$ cat src/rtl/lstm_dout_accum.sv
// Recurrent-error accumulator: collects the four gate deltas, forms
// dy + sum(u_g * d_g) with one serial MAC per gate, and keeps per-gate bias sums.
module lstm_dout_accum #(
  parameter int unsigned WIDTH = 32,
  parameter int unsigned FRAC  = 24
) (
  input  logic             clk,
  input  logic             rst,
  input  logic             i_valid,
  input  logic [1:0]       i_gate,
  input  logic [WIDTH-1:0] i_dgate,
  input  logic [WIDTH-1:0] dy,
  input  logic [WIDTH-1:0] u_a,
  input  logic [WIDTH-1:0] u_i,
  input  logic [WIDTH-1:0] u_f,
  input  logic [WIDTH-1:0] u_o,
  input  logic             clr_db,
  input  logic             i_ack,
  output logic             o_ready,
  output logic             o_valid,
  output logic [WIDTH-1:0] o_d_out,
  output logic [WIDTH-1:0] o_db_a,
  output logic [WIDTH-1:0] o_db_i,
  output logic [WIDTH-1:0] o_db_f,
  output logic [WIDTH-1:0] o_db_o
);

  typedef enum logic [1:0] {StCollect, StMac, StDone} state_e;

  state_e           state_q, state_d;
  logic [WIDTH-1:0] gate_q [4];
  logic [WIDTH-1:0] db_q   [4];
  logic [3:0]       mask_q;
  logic [1:0]       cnt_q;
  logic [WIDTH-1:0] acc_q;
  logic [WIDTH-1:0] d_out_q;
  logic             valid_q;

  logic                    accept;
  logic [3:0]              gate_bit;
  logic                    set_done;
  logic [WIDTH-1:0]        w_sel;
  logic signed [2*WIDTH-1:0] prod_full;
  logic signed [2*WIDTH-1:0] prod_sh;
  logic [WIDTH-1:0]        prod;
  logic [WIDTH-1:0]        acc_next;

  assign accept   = i_valid && o_ready;
  assign gate_bit = 4'b0001 << i_gate;
  assign set_done = accept && ((mask_q | gate_bit) == 4'hF);

  // Weights are read live each MAC cycle; the driver holds them stable.
  always_comb begin
    w_sel = u_a;
    unique case (cnt_q)
      2'd0: w_sel = u_a;
      2'd1: w_sel = u_i;
      2'd2: w_sel = u_f;
      2'd3: w_sel = u_o;
      default: w_sel = u_a;
    endcase
  end

  assign prod_full = $signed(gate_q[cnt_q]) * $signed(w_sel);
  assign prod_sh   = prod_full >>> FRAC;
  assign prod      = prod_sh[WIDTH-1:0];
  assign acc_next  = acc_q + prod;

  // State register
  always_ff @(posedge clk) begin
    if (!rst) state_q <= StCollect;
    else      state_q <= state_d;
  end

  // Next-state logic
  always_comb begin
    state_d = state_q;
    unique case (state_q)
      StCollect: if (set_done)      state_d = StMac;
      StMac:     if (cnt_q == 2'd3) state_d = StDone;
      StDone:    if (i_ack)         state_d = StCollect;
      default:                      state_d = StCollect;
    endcase
  end

  // Output decode
  always_comb begin
    o_ready = (state_q == StCollect);
  end

  always_ff @(posedge clk) begin
    if (!rst) begin
      for (int k = 0; k < 4; k++) gate_q[k] <= '0;
      mask_q  <= '0;
      cnt_q   <= '0;
      acc_q   <= '0;
      d_out_q <= '0;
      valid_q <= 1'b0;
    end else begin
      if (accept) begin
        gate_q[i_gate] <= i_dgate;
        mask_q         <= mask_q | gate_bit;
      end
      if (set_done) begin
        acc_q <= dy;
        cnt_q <= 2'd0;
      end
      if (state_q == StMac) begin
        acc_q <= acc_next;
        cnt_q <= cnt_q + 2'd1;
        if (cnt_q == 2'd3) begin
          d_out_q <= acc_next;
          valid_q <= 1'b1;
          mask_q  <= '0;
        end
      end
      if (state_q == StDone && i_ack) valid_q <= 1'b0;
    end
  end

  // A clear coinciding with a beat leaves just that beat in its accumulator.
  always_ff @(posedge clk) begin
    if (!rst) begin
      for (int k = 0; k < 4; k++) db_q[k] <= '0;
    end else begin
      for (int k = 0; k < 4; k++) begin
        if (clr_db) begin
          db_q[k] <= (accept && i_gate == k[1:0]) ? i_dgate : '0;
        end else if (accept && i_gate == k[1:0]) begin
          db_q[k] <= db_q[k] + i_dgate;
        end
      end
    end
  end

  assign o_valid = valid_q;
  assign o_d_out = d_out_q;
  assign o_db_a  = db_q[0];
  assign o_db_i  = db_q[1];
  assign o_db_f  = db_q[2];
  assign o_db_o  = db_q[3];

endmodule

$ cat config.mk
export PLATFORM = sky130hd
export DESIGN_NAME = lstm_dout_accum
export DESIGN_NICKNAME = d
export VERILOG_FILES = /design/src/rtl/lstm_dout_accum.sv
export SDC_FILE = /design/constraint.sdc
export NUM_CORES = 2
export LEC_CHECK = 0
export ABC_AREA = 1
export BUFFER_PORTS_ARGS = -buffer_cell sky130_fd_sc_hd__buf_2
export CAP_MARGIN = 10
export CORE_MARGIN = 2
export CORE_UTILIZATION = 55
export CTS_BUF_LIST = sky130_fd_sc_hd__clkbuf_16
export DETAILED_ROUTE_END_ITERATION = 6
export PLACE_DENSITY = 0.86
export SYNTH_ARGS = -nofsm -noshare
export SYNTH_HDL_FRONTEND = slang
export SYNTH_SLANG_ARGS = --single-unit
$ cat constraint.sdc
create_clock -name clk -period 8.8 [get_ports clk]
set_clock_uncertainty 0.05 [all_clocks]
set_input_delay 1.32 -clock clk [delete_from_list [all_inputs] [get_ports clk]]
set_output_delay 1.32 -clock clk [all_outputs]
set_load 0.02 [all_outputs]
==> results.cfg <==
[routing]
wl_met2_um = 94700
vias = 54000
avgViaCountPerCell = 5.83
wl_met3_um = 31700
drt_pass1_iterations = 6
first_iter_violations = 6034
top_layer_used = met5
wire_per_inst_um = 24.1
drc = 0
wl_um = 223000
postRouteAntennaNets = 0
wl_met1_um = 76700

[floorplan]
die_x_um = 323
dieArea_sq_mm = 0.104
die_h_um = 323
core_area_sq_mm = 0.100
core.rowCount = 116
io_pins = 361
initial_core_util_pct = 55.7

[layout]
n_fill_cell = 7873
regArea_sq_mm = 0.00920
nets = 9387
drive_above_1_share_pct = 22.3
final_common_cell = nand2_1
area_growth_pct = 24.1
layout_common_cells = nand2_1, inv_1, fa_1, nor2_1, buf_4
multi_input_area_sq_mm = 0.0426

[clock_network]
cts.clk_slew.worst_paths_ns = 0.06
hold_buffers = 0
cts_tree = done
cts_root_buffer = clkbuf_16
cts_made_buffers = 39
clock_latency_ns = 0.61
h-tree-depth = 2
cts_sinks = 331
clockBufferDepth = 3

[setup_path]
reg2reg_slack_ns = -0.83
crit_arrival_ns = 10.05
cpPeakStageDelay_ns = 0.56
crit_fanout = 14
crit_slowest_cell = fa_1
cp_common_cell = fa_1
cp-start-kind = flip-flop
critPathRequiredTime_ns = 9.22
worstSetupEndpointType = flip-flop
path_class = reg -> reg

[placed_design]
dp_hpwl_um = 184000
gp_congestion = 1.08
io_buffers = 360
pre_cts_slack_ns = -1.44

[global_routing]
grt_pass1_wl_um = 332000
grt_max_degree = 66
grt_pass1_vias = 55700
grt.overflow.total = 0
track_usage_pct = 43.3
grt_antenna_before_repair = 9

[job]
cap_violations = 0

[synthesis]
synth-simple-area-share_pct = 18.8
syn_inst = 6849
yosys_warnings = 0
synth_xor_xnor_area_share_pct = 1.49
synthFlopType = edfxtp_1
synth_compound_area_share_pct = 10.0
synth_edf_count = 256
synth_cell_types = 58
synth_fa_ha_area_share_pct = 42.8
avgSynthCellArea_sq_um = 8.17
synth_area_sq_mm = 0.0559
postSynth.asyncResetShare_pct = 0
yosysSeqAreaShare_pct = 16.4
ys_seq_elements = 331
synth_top_family_by_area = adder cells
synthesis.nets = 8367
synthMuxAreaShare_pct = 0

[timing]
drv_slew = 0
rsz0062_at_grt = true
layout_min_cycle_time_ns = 9.63
tightest_slew_ns = 1.24
setup_ws_ns = -0.833
setup_viol = 56
fmax_ghz = 0.104
slew_headroom_pct = 17.3
post-route-period-util_pct = 109
hold_viol = 0

[outcome]
violations = negative setup slack
status = complete, but fails checks

[worst_hold_path]
hold_path_class = reg -> reg
## final cells by class
class	count	share of cell area, %
Timing Repair Buffer	1226	14.0
Inverter	1285	7.03
Clock inverter	31	0.407
Tap cell	1357	2.45
Antenna cell	6	0.0216
Multi-Input combinational cell	4986	61.4
Clock buffer	40	1.44
Sequential cell	331	13.3
## stage by stage
stage / setup TNS, ns / hold slack (ns) / util, % / area (sq um) / instances
floorplan: -2.46 / 0.386 / - / 56900 / 6849
global placement: -65.10 / 0.386 / 66.5 / 66800 / 9154
detailed placement: -70.54 / 0.393 / 66.5 / 66800 / 9154
finish: -34.07 / 0.402 / 69.1 / 69400 / 9262
CTS: -25.41 / 0.407 / 68.6 / 68900 / 9245
global route: -48.52 / 0.434 / 69.1 / 69400 / 9259
## flip-flops by register name, indices dropped and copies added, names as in the netlist, named ones only
name and flops:
acc_q 32, o_d_out 32, db_q 128, cnt_q 2, mask_q 4, o_valid 1, state_q 2, gate_q 128
## cell usage after synthesis (all sizes together), types with 11 or more instances
cell,count,area share [%]
clkbuf,163,1.1
o21ai,267,2.4
a21oi,433,3.9
o21a,12,0.16
a21o,24,0.32
buf,84,0.77
xnor2,33,0.52
nor4,14,0.16
nand4,15,0.17
edfxtp,256,14
nand2,1347,9.1
a21boi,11,0.15
a221oi,13,0.20
inv,1274,8.6
xor2,62,0.97
or2,82,0.92
nor3,76,0.71
o22ai,26,0.39
a22o,30,0.47
a31oi,48,0.54
a32oi,22,0.55
clkinv,11,0.074
dfxtp,75,2.7
nor2,909,6.2
ha,332,7.4
o21bai,26,0.35
fa,987,35
nand3,159,1.4
## worst paths after layout
| check | from | endpoint | cells after the start |
|---|---|---|---|
| hold reg to reg | o_d_out[29]$_SDFFE_PN0P_ | o_d_out[29]$_SDFFE_PN0P_ | 2 |
| setup / recovery | cnt_q[0]$_SDFFE_PN0N_ | acc_q[29]$_SDFFE_PN0N_ | 43 |
| setup reg to reg | cnt_q[0]$_SDFFE_PN0N_ | acc_q[29]$_SDFFE_PN0N_ | 43 |
| hold / removal | o_d_out[29]$_SDFFE_PN0P_ | o_d_out[29]$_SDFFE_PN0P_ | 2 |
## logic make-up after synthesis
family,Yosys count
AND/OR/NAND/NOR,2618
buffers and inverters,1532
adder cells (fa/ha/maj),1319
AO/OA/AOI/OAI,954
flip-flops,331
XOR/XNOR,95
## routing by layer
metal,vias to the layer above,track usage (%)
li1,23300,-
met1,26100,52.2
met2,3518,64.4
met5,-,0
met3,972,16.1
met4,8,30.8
## critical path, delay by kind of cell (launching register included)
kind | cells | cell delay [ns]
adders and majority gates | 11 | 4.98
and+or+nand+nor | 14 | 1.78
buffers and inverters | 13 | 1.43
AOI/OAI and AO/OA | 5 | 0.85
DFF | 1 | 0.38
## repair_timing
action,in CTS,in global routing
setup buffers,20,10
gates resized for setup,155,110
pin swaps,24,24
cloned,0,1
setup endpoints to repair,60,62
Power is left out: the tool's default activity adds up to more than one toggle a clock period on the data nets, which glitch-free logic cannot reach.
